--- config.mk ---
export PLATFORM = sky130hd
export DESIGN_NAME = xfft_frame_sequencer_flat
export DESIGN_NICKNAME = d
export VERILOG_FILES = /design/src/rtl/xfft_frame_sequencer_if.sv /design/src/rtl/xfft_frame_sequencer.sv /design/src/flat_wrapper.sv
export SDC_FILE = /design/constraint.sdc
export NUM_CORES = 1
export LEC_CHECK = 0
export ABC_CLOCK_PERIOD_IN_PS = 2800
export BUFFER_PORTS_ARGS = -buffer_cell sky130_fd_sc_hd__buf_2
export CAP_MARGIN = 20
export CORE_UTILIZATION = 47
export DETAILED_ROUTE_END_ITERATION = 10
export PLACE_DENSITY = 0.76
export SLEW_MARGIN = 20
export SYNTH_ARGS = -nofsm -noshare
export SYNTH_HDL_FRONTEND = slang
export SYNTH_SLANG_ARGS = --single-unit
--- constraint.sdc ---
create_clock -name SYS_CLK -period 2.8 [get_ports SYS_CLK]
set_input_delay 0.14 -clock SYS_CLK [delete_from_list [all_inputs] [get_ports SYS_CLK]]
set_output_delay 0.14 -clock SYS_CLK [all_outputs]
set_load 0.02 [all_outputs]
--- src/rtl/xfft_frame_sequencer_if.sv ---
// Datapath-side handshakes of the xFFT frame sequencer: config channel,
// mover start/done strobes and the core's framing-error events.
interface xfft_frame_sequencer_if #(
    parameter int CFG_W = 24
);
    logic             CFG_TVALID;
    logic             CFG_TREADY;
    logic [CFG_W-1:0] CFG_TDATA;
    logic             M2S_GO;
    logic             M2S_DONE;
    logic             S2M_GO;
    logic             S2M_DONE;
    logic             EVT_TLAST_UNEXPECTED;
    logic             EVT_TLAST_MISSING;

    modport master (
        output CFG_TVALID, CFG_TDATA, M2S_GO, S2M_GO,
        input  CFG_TREADY, M2S_DONE, S2M_DONE, EVT_TLAST_UNEXPECTED, EVT_TLAST_MISSING
    );

    modport slave (
        input  CFG_TVALID, CFG_TDATA, M2S_GO, S2M_GO,
        output CFG_TREADY, M2S_DONE, S2M_DONE, EVT_TLAST_UNEXPECTED, EVT_TLAST_MISSING
    );
endinterface

--- src/rtl/xfft_frame_sequencer.sv ---
// Run sequencer for the xFFT datapath: one config word, then N frames of S2M/M2S moves.
// Optional per-frame watchdog enabled by defining XFFT_FRAME_SEQUENCER_TIMEOUT_EN.
module xfft_frame_sequencer #(
    parameter int CFG_W     = 24,
    parameter int SCALE_W   = 10,
    parameter int MIN_NFFT  = 3,
    parameter int MAX_NFFT  = 10,
    parameter int TIMEOUT_W = 24
) (
    input  logic                 SYS_CLK,
    input  logic                 SYS_RST_N,
    input  logic                 CTL_GO,
    input  logic                 CTL_ABORT,
    input  logic [4:0]           CTL_NFFT,
    input  logic                 CTL_FWD_INV,
    input  logic [SCALE_W-1:0]   CTL_SCALE,
    input  logic [15:0]          CTL_FRAMES,
`ifdef XFFT_FRAME_SEQUENCER_TIMEOUT_EN
    input  logic [TIMEOUT_W-1:0] CTL_TIMEOUT,
`endif
    output logic                 STS_BUSY,
    output logic                 STS_DONE,
    output logic                 STS_ERR,
    output logic [2:0]           STS_ERR_CODE,
    output logic [15:0]          STS_FRAME_CNT,
    output logic                 IRQ,
    xfft_frame_sequencer_if.master dp
);
    typedef enum logic [1:0] {S_IDLE, S_CFG, S_LAUNCH, S_WAIT} state_t;

    localparam logic [4:0] NFFT_LO = 5'(MIN_NFFT);
    localparam logic [4:0] NFFT_HI = 5'(MAX_NFFT);

    state_t             state, state_next;
    logic [4:0]         nfft_r;
    logic               fwd_inv_r;
    logic [SCALE_W-1:0] scale_r;
    logic [15:0]        frames_r;
    logic               m2s_seen_r, s2m_seen_r;
    logic               done_r, err_r, irq_r;
    logic [2:0]         err_code_r;
    logic [15:0]        frame_cnt_r;

    logic       start_req, args_ok, evt_any, both_done, more_frames, wd_expire;
    logic [2:0] evt_code;

    assign start_req   = CTL_GO && !CTL_ABORT;
    assign args_ok     = (CTL_NFFT >= NFFT_LO) && (CTL_NFFT <= NFFT_HI) && (CTL_FRAMES != 16'd0);
    assign evt_any     = dp.EVT_TLAST_UNEXPECTED || dp.EVT_TLAST_MISSING;
    assign evt_code    = dp.EVT_TLAST_UNEXPECTED ? 3'd1 : 3'd2;
    // A done pulse arriving in the same cycle as the other latch counts immediately.
    assign both_done   = (m2s_seen_r || dp.M2S_DONE) && (s2m_seen_r || dp.S2M_DONE);
    assign more_frames = ({1'b0, frame_cnt_r} + 17'd1) < {1'b0, frames_r};

`ifdef XFFT_FRAME_SEQUENCER_TIMEOUT_EN
    logic [TIMEOUT_W-1:0] timeout_r, wd_cnt;

    assign wd_expire = (timeout_r != '0) && (wd_cnt == TIMEOUT_W'(1));

    // Watchdog reloads in every LAUNCH and counts down the cycles spent in WAIT.
    always_ff @(posedge SYS_CLK or negedge SYS_RST_N) begin
        if (!SYS_RST_N) begin
            timeout_r <= '0;
            wd_cnt    <= '0;
        end else begin
            if (state == S_IDLE && start_req)
                timeout_r <= CTL_TIMEOUT;
            if (state == S_LAUNCH)
                wd_cnt <= timeout_r;
            else if (state == S_WAIT && wd_cnt != '0)
                wd_cnt <= wd_cnt - TIMEOUT_W'(1);
        end
    end
`else
    assign wd_expire = 1'b0;
`endif

    always_ff @(posedge SYS_CLK or negedge SYS_RST_N) begin
        if (!SYS_RST_N)
            state <= S_IDLE;
        else
            state <= state_next;
    end

    // Abort beats errors, errors beat frame completion, completion beats the watchdog.
    always_comb begin
        state_next = state;
        case (state)
            S_IDLE:   if (start_req && args_ok) state_next = S_CFG;
            S_CFG:    if (CTL_ABORT) state_next = S_IDLE;
                      else if (dp.CFG_TREADY) state_next = S_LAUNCH;
            S_LAUNCH: if (CTL_ABORT || evt_any) state_next = S_IDLE;
                      else state_next = S_WAIT;
            S_WAIT:   if (CTL_ABORT || evt_any) state_next = S_IDLE;
                      else if (both_done) state_next = more_frames ? S_LAUNCH : S_IDLE;
                      else if (wd_expire) state_next = S_IDLE;
            default:  state_next = S_IDLE;
        endcase
    end

    always_ff @(posedge SYS_CLK or negedge SYS_RST_N) begin
        if (!SYS_RST_N) begin
            nfft_r      <= '0;
            fwd_inv_r   <= 1'b0;
            scale_r     <= '0;
            frames_r    <= '0;
            m2s_seen_r  <= 1'b0;
            s2m_seen_r  <= 1'b0;
            done_r      <= 1'b0;
            err_r       <= 1'b0;
            err_code_r  <= '0;
            frame_cnt_r <= '0;
            irq_r       <= 1'b0;
        end else begin
            irq_r <= 1'b0;
            case (state)
                S_IDLE: if (start_req) begin
                    nfft_r      <= CTL_NFFT;
                    fwd_inv_r   <= CTL_FWD_INV;
                    scale_r     <= CTL_SCALE;
                    frames_r    <= CTL_FRAMES;
                    done_r      <= 1'b0;
                    err_r       <= 1'b0;
                    err_code_r  <= 3'd0;
                    frame_cnt_r <= 16'd0;
                    if (!args_ok) begin
                        err_r      <= 1'b1;
                        err_code_r <= 3'd3;
                        irq_r      <= 1'b1;
                    end
                end
                S_LAUNCH: begin
                    m2s_seen_r <= 1'b0;
                    s2m_seen_r <= 1'b0;
                    if (!CTL_ABORT && evt_any) begin
                        err_r      <= 1'b1;
                        err_code_r <= evt_code;
                        irq_r      <= 1'b1;
                    end
                end
                S_WAIT: if (!CTL_ABORT) begin
                    m2s_seen_r <= m2s_seen_r || dp.M2S_DONE;
                    s2m_seen_r <= s2m_seen_r || dp.S2M_DONE;
                    if (evt_any) begin
                        err_r      <= 1'b1;
                        err_code_r <= evt_code;
                        irq_r      <= 1'b1;
                    end else if (both_done) begin
                        if (frame_cnt_r != 16'hFFFF)
                            frame_cnt_r <= frame_cnt_r + 16'd1;
                        if (!more_frames) begin
                            done_r <= 1'b1;
                            irq_r  <= 1'b1;
                        end
                    end else if (wd_expire) begin
                        err_r      <= 1'b1;
                        err_code_r <= 3'd4;
                        irq_r      <= 1'b1;
                    end
                end
                default: ;
            endcase
        end
    end

    always_comb begin
        dp.CFG_TDATA                 = '0;
        dp.CFG_TDATA[4:0]            = nfft_r;
        dp.CFG_TDATA[8]              = fwd_inv_r;
        dp.CFG_TDATA[8+SCALE_W:9]    = scale_r;
        dp.CFG_TVALID                = (state == S_CFG);
        dp.M2S_GO                    = (state == S_LAUNCH);
        dp.S2M_GO                    = (state == S_LAUNCH);
        STS_BUSY                     = (state != S_IDLE);
        STS_DONE                     = done_r;
        STS_ERR                      = err_r;
        STS_ERR_CODE                 = err_code_r;
        STS_FRAME_CNT                = frame_cnt_r;
        IRQ                          = irq_r;
    end
endmodule

--- src/flat_wrapper.sv ---
// flat-port wrapper written by rule: the top's interface ports become plain ports
module xfft_frame_sequencer_flat 
#(
    parameter int CFG_W     = 24,
    parameter int SCALE_W   = 10,
    parameter int MIN_NFFT  = 3,
    parameter int MAX_NFFT  = 10,
    parameter int TIMEOUT_W = 24
)
  (SYS_CLK, SYS_RST_N, CTL_GO, CTL_ABORT, CTL_NFFT, CTL_FWD_INV, CTL_SCALE, CTL_FRAMES, STS_BUSY, STS_DONE, STS_ERR, STS_ERR_CODE, STS_FRAME_CNT, IRQ, dp_CFG_TVALID, dp_CFG_TDATA, dp_M2S_GO, dp_S2M_GO, dp_CFG_TREADY, dp_M2S_DONE, dp_S2M_DONE, dp_EVT_TLAST_UNEXPECTED, dp_EVT_TLAST_MISSING);
  xfft_frame_sequencer_if #(.CFG_W(CFG_W)) dp_i ();
  input  logic SYS_CLK;
  input  logic SYS_RST_N;
  input  logic CTL_GO;
  input  logic CTL_ABORT;
  input  logic [4:0] CTL_NFFT;
  input  logic CTL_FWD_INV;
  input  logic [SCALE_W-1:0] CTL_SCALE;
  input  logic [15:0] CTL_FRAMES;
  output logic STS_BUSY;
  output logic STS_DONE;
  output logic STS_ERR;
  output logic [2:0] STS_ERR_CODE;
  output logic [15:0] STS_FRAME_CNT;
  output logic IRQ;
  output wire logic [$bits(dp_i.CFG_TVALID)-1:0] dp_CFG_TVALID;
  output wire logic [$bits(dp_i.CFG_TDATA)-1:0] dp_CFG_TDATA;
  output wire logic [$bits(dp_i.M2S_GO)-1:0] dp_M2S_GO;
  output wire logic [$bits(dp_i.S2M_GO)-1:0] dp_S2M_GO;
  input wire logic [$bits(dp_i.CFG_TREADY)-1:0] dp_CFG_TREADY;
  input wire logic [$bits(dp_i.M2S_DONE)-1:0] dp_M2S_DONE;
  input wire logic [$bits(dp_i.S2M_DONE)-1:0] dp_S2M_DONE;
  input wire logic [$bits(dp_i.EVT_TLAST_UNEXPECTED)-1:0] dp_EVT_TLAST_UNEXPECTED;
  input wire logic [$bits(dp_i.EVT_TLAST_MISSING)-1:0] dp_EVT_TLAST_MISSING;
  assign dp_CFG_TVALID = dp_i.CFG_TVALID;
  assign dp_CFG_TDATA = dp_i.CFG_TDATA;
  assign dp_M2S_GO = dp_i.M2S_GO;
  assign dp_S2M_GO = dp_i.S2M_GO;
  assign dp_i.CFG_TREADY = dp_CFG_TREADY;
  assign dp_i.M2S_DONE = dp_M2S_DONE;
  assign dp_i.S2M_DONE = dp_S2M_DONE;
  assign dp_i.EVT_TLAST_UNEXPECTED = dp_EVT_TLAST_UNEXPECTED;
  assign dp_i.EVT_TLAST_MISSING = dp_EVT_TLAST_MISSING;
  xfft_frame_sequencer #(.CFG_W(CFG_W), .SCALE_W(SCALE_W), .MIN_NFFT(MIN_NFFT), .MAX_NFFT(MAX_NFFT), .TIMEOUT_W(TIMEOUT_W)) u_core (.SYS_CLK(SYS_CLK), .SYS_RST_N(SYS_RST_N), .CTL_GO(CTL_GO), .CTL_ABORT(CTL_ABORT), .CTL_NFFT(CTL_NFFT), .CTL_FWD_INV(CTL_FWD_INV), .CTL_SCALE(CTL_SCALE), .CTL_FRAMES(CTL_FRAMES), .STS_BUSY(STS_BUSY), .STS_DONE(STS_DONE), .STS_ERR(STS_ERR), .STS_ERR_CODE(STS_ERR_CODE), .STS_FRAME_CNT(STS_FRAME_CNT), .IRQ(IRQ), .dp(dp_i));
endmodule
==> results of run 1 <==
==> synthesized netlist by cell type (2+ instances only) <==
| master | count | area, um2 |
|---|---|---|
| dfrtp_1 | 57 | 1426 |
| nand2_1 | 31 | 116.4 |
| o21ai_0 | 20 | 100.1 |
| inv_1 | 19 | 71.32 |
| a21oi_1 | 18 | 90.09 |
| mux2_2 | 18 | 202.7 |
| ha_1 | 16 | 200.2 |
| buf_4 | 14 | 105.1 |
| a31oi_1 | 11 | 68.82 |
| nand3_1 | 11 | 55.05 |
| xnor2_1 | 10 | 87.58 |
| nor2_1 | 9 | 33.78 |
| a22o_1 | 7 | 61.31 |
| a21o_1 | 5 | 37.54 |
| nor4_1 | 5 | 31.28 |
| xor2_1 | 5 | 43.79 |
| buf_2 | 3 | 15.01 |
| buf_6 | 3 | 33.78 |
| nand4_1 | 3 | 18.77 |
| nand4_2 | 3 | 37.54 |
| nor2_4 | 3 | 33.78 |
| a41o_1 | 2 | 20.02 |
| and2_1 | 2 | 12.51 |
| and3_1 | 2 | 12.51 |
| nand2b_1 | 2 | 12.51 |
| nor3_1 | 2 | 10.01 |
| o2111ai_1 | 2 | 17.52 |
| o31ai_1 | 2 | 15.01 |
==> routing by layer <==
metal | vias to the layer above | global-route usage [%] | wire length (um)
li1 | 1296 | - | -
met3 | 14 | 4.916 | 378
met2 | 100 | 31.26 | 3296
met4 | 0 | 8.937 | 149
met5 | - | 0 | 0
met1 | 1241 | 28.55 | 3262
==> sequential cells by signal, indices dropped and copies added, names as in the netlist, 2 cells and up <==
signal / cells
u_core.frames_r: 16
u_core.scale_r: 10
u_core.STS_ERR_CODE: 2
u_core.state: 2
u_core.STS_FRAME_CNT: 16
u_core.nfft_r: 5
==> kinds of logic after synthesis <==
kind of cell,Yosys count,synth area share (%)
multiplexers,18,6.318
buffers and inverters,41,7.254
flip-flops,57,44.46
AO/OA/AOI/OAI,79,17.04
XOR/XNOR,15,4.095
other,1,0.1169
adder cells (fa/ha/maj),16,6.240
AND/OR/NAND/NOR,82,14.47
==> worst max-delay path: stages (launching register included) <==
cell and delay [ps]:
dfrtp_2 390, buf_4 140, nand4_1 160, buf_4 200, nor2_2 90, xor2_1 290
ha_1 310, o2111ai_2 200, a311o_1 210, a31oi_2 70, or4_4 510, a21oi_2 140
==> timing repair <==
item	4_1_cts	5_1_grt
setup endpoints to repair	1	3
buffers inserted	3	5
hold buffers	1	0
pin swaps	3	12
hold endpoints to repair	31	0
resized for setup	1	19
==> layout make-up <==
type                            instances  area (um2)  share of cell area, %
Inverter                               20       75.07                  1.842
Clock buffer                           13       178.9                  4.391
Sequential cell                        57        1429                  35.06
Tap cell                               77       96.34                  2.364
Clock inverter                          2       35.03                 0.8597
Timing Repair Buffer                  103       576.8                  14.15
Multi-Input combinational cell        219        1684                  41.33
==> worst max path at each step <==
stage               slack [ps]                           to                                start
global placement            60  u_core.state[1]$_DFFE_PN0P_  u_core.STS_FRAME_CNT[0]$_DFFE_PN0P_
CTS                         20  u_core.state[1]$_DFFE_PN0P_  u_core.STS_FRAME_CNT[1]$_DFFE_PN0P_
detailed placement         -30  u_core.state[1]$_DFFE_PN0P_  u_core.STS_FRAME_CNT[0]$_DFFE_PN0P_
floorplan                   20  u_core.state[1]$_DFFE_PN0P_  u_core.STS_FRAME_CNT[0]$_DFFE_PN0P_
global route               -40  u_core.state[1]$_DFFE_PN0P_  u_core.STS_FRAME_CNT[0]$_DFFE_PN0P_
finish                      50  u_core.state[1]$_DFFE_PN0P_  u_core.STS_FRAME_CNT[1]$_DFFE_PN0P_
==> report_power, final <==
group	internal, uW	switching (uW)	total (uW)
combinational	462	679	1140
clock	502	307	809
sequential	1100	133	1230
total	2060	1120	3180
==> through the flow <==
step	power, uW	utilization, %
after floorplan	2003	-
final	3181	63.10
after global routing	3378	63.10
after detailed placement	2332	57.40
after global placement	2291	57.40
after CTS	3151	61.29
==> placed cells by master, fill, tap and decap left out, types with 2 or more instances in the layout <==
cell	synthesis	routed
buf_2	3	81
dfrtp_1	57	55
nand2_1	31	31
buf_4	14	20
inv_1	19	19
o21ai_0	20	19
mux2_2	18	18
ha_1	16	15
a21oi_1	18	14
clkbuf_8	0	13
nand3_1	11	10
a31oi_1	11	10
conb_1	1	9
xnor2_1	10	8
a22o_1	7	7
nor2_1	9	6
a21o_1	5	5
a21oi_2	1	5
nor4_1	5	5
nor2_4	3	4
nand4_2	3	3
nand4_1	3	3
nor2_2	1	3
xor2_1	5	3
xor2_2	0	2
xnor2_2	0	2
a41o_1	2	2
nor3_1	2	2
o31ai_1	2	2
nand2b_1	2	2
dfrtp_2	0	2
==> flow_summary_export.csv, run 1 <==
group,metric,value,unit
floorplan,initial_core_util,49.67,%
clocking,cts_buffer_depth,2,
floorplan,die_width,84.62,um
critical_path,start_kind,"flip-flop",
global_route,antenna_found_initial,0,
run,cap_violations,0,
timing,relSlewSlack,52.43,%
drt,vias,2651,
clocking,htreeDepth,3,
min_path,hold_depth,3,
drt,first_pass_iters,7,
timing,holdWs,31.94,ps
logic_synthesis,avgSynthCellArea,10.38,um2
finish,syn2layout_area_growth,27.03,%
global_route,grt-ovfl-total,0,
drt,routedWlPerCell,14.43,um
timing,min_period_over_period,98.34,%
finish,layout.nets,467,
clocking,clk_latency,330,ps
finish,design_area,4075,um2
drt,dr.first_iter.drc_count,151,
logic_synthesis,synth_top_flop_cell,"dfrtp_1",
floorplan,core_area,6459,um2
floorplan,die_area,7160,um2
finish,drive_gt1_share,41.79,%
timing,min_period,2754,ps
logic_synthesis,synth_edf_count,0,
clocking,cts.clk_slew.worst_paths,60,ps
drt,wl,7086,um
placed_design,port_buffers,81,
placed_design,placed_area,3707,um2
placed_design,gp_congestion,0.8837,
global_route,grt_max_degree,42,
critical_path,cp_max_fo,4,
clocking,cts_buffers,9,
logic_synthesis,yosysWarnings,0,
timing,setup_viol,0,
logic_synthesis,synth_cell_type_count,52,
critical_path,crit_type,"reg -> reg",
run_status,outcome,"finished, final reports clean",
critical_path,critical_path_arrival,3010,ps
critical_path,required,3060,ps
critical_path,r2r_slack,50,ps
drt,avgViaCountPerCell,5.399,
timing,tightest_slew,713.5,ps
timing,worst_slack,46.42,ps
logic_synthesis,syn_area,3208,um2
timing,finalMaxSlewViolations,0,
clocking,clockRootBuffer,"clkbuf_8",
logic_synthesis,ys_seq_elements,57,
clocking,tritoncts,"done",
power,power.leakage,0.002025,uW
global_route,grt_first_pass_wirelength,11640,um
timing,max_freq,363.2,MHz
global_route,grt_usage,20.70,%
floorplan,rows,29,
timing,tns,0,ps
min_path,min-delay-start,"CTL_FRAMES[11]",
drt,ant_nets,0,
logic_synthesis,synth_async_sr_flop_share,100.0,%
timing,report.final.hold_viol_count,0,
floorplan,ios,91,
logic_synthesis,synth_cells,309,
drt,drc_errors,0,
finish,final_cells,491,
critical_path,r2r-end,"u_core.state[1]$_DFFE_PN0P_",
power,powerDensity,780.6,nW/um2
placed_design,place_ws,-28.44,ps
power,vdd_drop_max,0.5854,mV
global_route,grt_pass1_vias,2526,
min_path,hold_path_class,"in -> reg",
critical_path,r2r-start,"u_core.STS_FRAME_CNT[1]$_DFFE_PN0P_",
finish,diodes,0,
critical_path,end_kind,"flip-flop",
logic_synthesis,ys_seq_area_share,44.46,%
floorplan,fp.dieH,84.62,um
placed_design,dp_hpwl,5212,um
finish,nFillCells,546,
clocking,clkSinkCount,57,
timing,skew,9.452,ps
critical_path,reg2reg_depth,11,
min_path,holdPathEnd,"u_core.frames_r[11]$_DFFE_PN0P_",
placed_design,dp.cells,468,
No activity file was read; power rests on OpenSTA's default activity.
==> run 2, diff against run 1 <==
==> constraint.sdc (replaced) <==
create_clock -name SYS_CLK -period 2.8 [get_ports SYS_CLK]
set_input_delay 0 -clock SYS_CLK [delete_from_list [all_inputs] [get_ports SYS_CLK]]
set_output_delay 0 -clock SYS_CLK [all_outputs]
set_load 0.02 [all_outputs]
==> flow_summary_export.csv, run 2 (same netlist as run 1, synthesis figures left out) <==
group,metric,value,unit
power,power.leakage,0.002135,uW
finish,layout.nets,501,
clocking,htreeDepth,3,
min_path,min-delay-start,"dp_EVT_TLAST_UNEXPECTED",
clocking,cts_buffer_depth,2,
drt,wl_met1,3437,um
global_route,grt-ovfl-total,0,
critical_path,start_kind,"flip-flop",
finish,layout_commonest_cell,"buf_2",
placed_design,port_buffers,81,
power,finalPower,3080,uW
timing,min_period_over_period,96.85,%
floorplan,die_area,7160,um2
run,cap_violations,0,
floorplan,initial_core_util,49.67,%
global_route,grt_pass1_vias,2642,
finish,final_cells,524,
critical_path,r2r_slack,90,ps
clocking,clockRootBuffer,"clkbuf_8",
min_path,hold_depth,3,
critical_path,r2r-start,"u_core.STS_FRAME_CNT[0]$_DFFE_PN0P_",
finish,post-route-util,67.71,%
finish,drive_gt1_share,36.02,%
clocking,clk_latency,330,ps
timing,relSlewSlack,55.22,%
run_status,outcome,"finished, final reports clean",
min_path,hold_path_class,"in -> reg",
drt,ant_nets,0,
timing,min_period,2712,ps
drt,first_pass_iters,6,
timing,report.final.hold_viol_count,0,
global_route,grt_first_pass_wirelength,12060,um
drt,met3RoutedLength,326,um
global_route,grt_max_degree,42,
drt,routedWlPerCell,14.36,um
power,powerDensity,704.3,nW/um2
finish,diodes,0,
critical_path,critPathLaunch,"u_core.STS_FRAME_CNT[0]$_DFFE_PN0P_",
floorplan,ios,91,
floorplan,die_width,84.62,um
critical_path,required,3050,ps
drt,wl_met2,3667,um
floorplan,rows,29,
critical_path,reg2reg_depth,11,
global_route,antenna_found_initial,0,
critical_path,crit_type,"reg -> reg",
placed_design,dp.cells,468,
timing,finalMaxSlewViolations,0,
placed_design,placed_area,3707,um2
drt,highest_layer,"met4",
floorplan,core_area,6459,um2
power,vdd_drop_max,0.5493,mV
global_route,grt_usage,21.33,%
placed_design,gp_congestion,0.8738,
timing,skew,9.179,ps
timing,max_freq,368.8,MHz
critical_path,critical_path_arrival,2960,ps
finish,syn2layout_area_growth,36.31,%
critical_path,end_kind,"flip-flop",
critical_path,r2r-end,"u_core.state[1]$_DFFE_PN0P_",
floorplan,fp.dieH,84.62,um
timing,setup_viol,0,
finish,design_area,4373,um2
drt,drc_errors,0,
clocking,cts_buffers,9,
finish,final_cell_mix,"81 x buf_2, 55 x dfrtp_1, 38 x dlygate4sd3_1",
timing,tightest_slew,669.5,ps
placed_design,dp_hpwl,5198,um
drt,avgViaCountPerCell,5.334,
drt,dr.first_iter.drc_count,137,
drt,vias,2795,
critical_path,crit_path_end,"u_core.state[1]$_DFFE_PN0P_",
clocking,tritoncts,"done",
clocking,clkSinkCount,57,
drt,wl,7523,um
timing,tns,0,ps
clocking,cts.clk_slew.worst_paths,60,ps
critical_path,cp_max_fo,4,
-- run 2: metal layers --
layer	vias to the layer above	track usage, %
li1	1359	-
met1	1338	28.53
met2	90	34.89
met3	8	3.540
met4	0	8.166
met5	-	0
-- run 2: worst min path at each step --
stage	endpoint	slack, ps
2_1_floorplan	u_core.IRQ$_DFF_PN0_	-300
3_3_place_gp	u_core.frames_r[3]$_DFFE_PN0P_	-30
3_5_place_dp	u_core.frames_r[3]$_DFFE_PN0P_	-20
4_1_cts	u_core.STS_ERR_CODE[0]$_DFFE_PN0P_	4
5_1_grt	u_core.STS_ERR_CODE[0]$_DFFE_PN0P_	30
6_report	u_core.STS_ERR_CODE[0]$_DFFE_PN0P_	20
-- run 2: report_power, final --
group,internal (uW),switching [uW]
combinational,492,699
clock,361,291
sequential,1100,138
-- run 2: layout make-up --
cell class,instances,area [um2]
Clock buffer,14,162.7
Timing Repair Buffer,137,924.6
Sequential cell,57,1429
Multi-Input combinational cell,219,1685
Tap cell,77,96.34
Fill cell,492,2086
Inverter,20,75.07
-- run 2: critical path, stage by stage, from the launching register on --
cell     delay, ps
dfrtp_2        400
ha_4           150
nand3_2        110
or2_4          290
nor2_4         120
xor2_1         170
ha_1           280
a41o_1         270
a21oi_2        130
o21ai_2         80
or4_1          520
a21oi_2        120
-- run 2: per-stage QoR --
step                      setup slack [ps]  hold slack [ps]
after global placement               62.75           -30.03
after global routing                -34.15            31.79
final                                88.14            21.88
after detailed placement            -22.37           -24.88
after floorplan                      19.17           -295.6
after CTS                            1.442            3.720
-- run 2: repair_timing --
action	in CTS	in global routing
resized for setup	2	15
setup endpoints to repair	1	3
endpoints found under the hold margin	54	0
buffers inserted	0	4
pin swaps	0	14
hold buffers	38	0
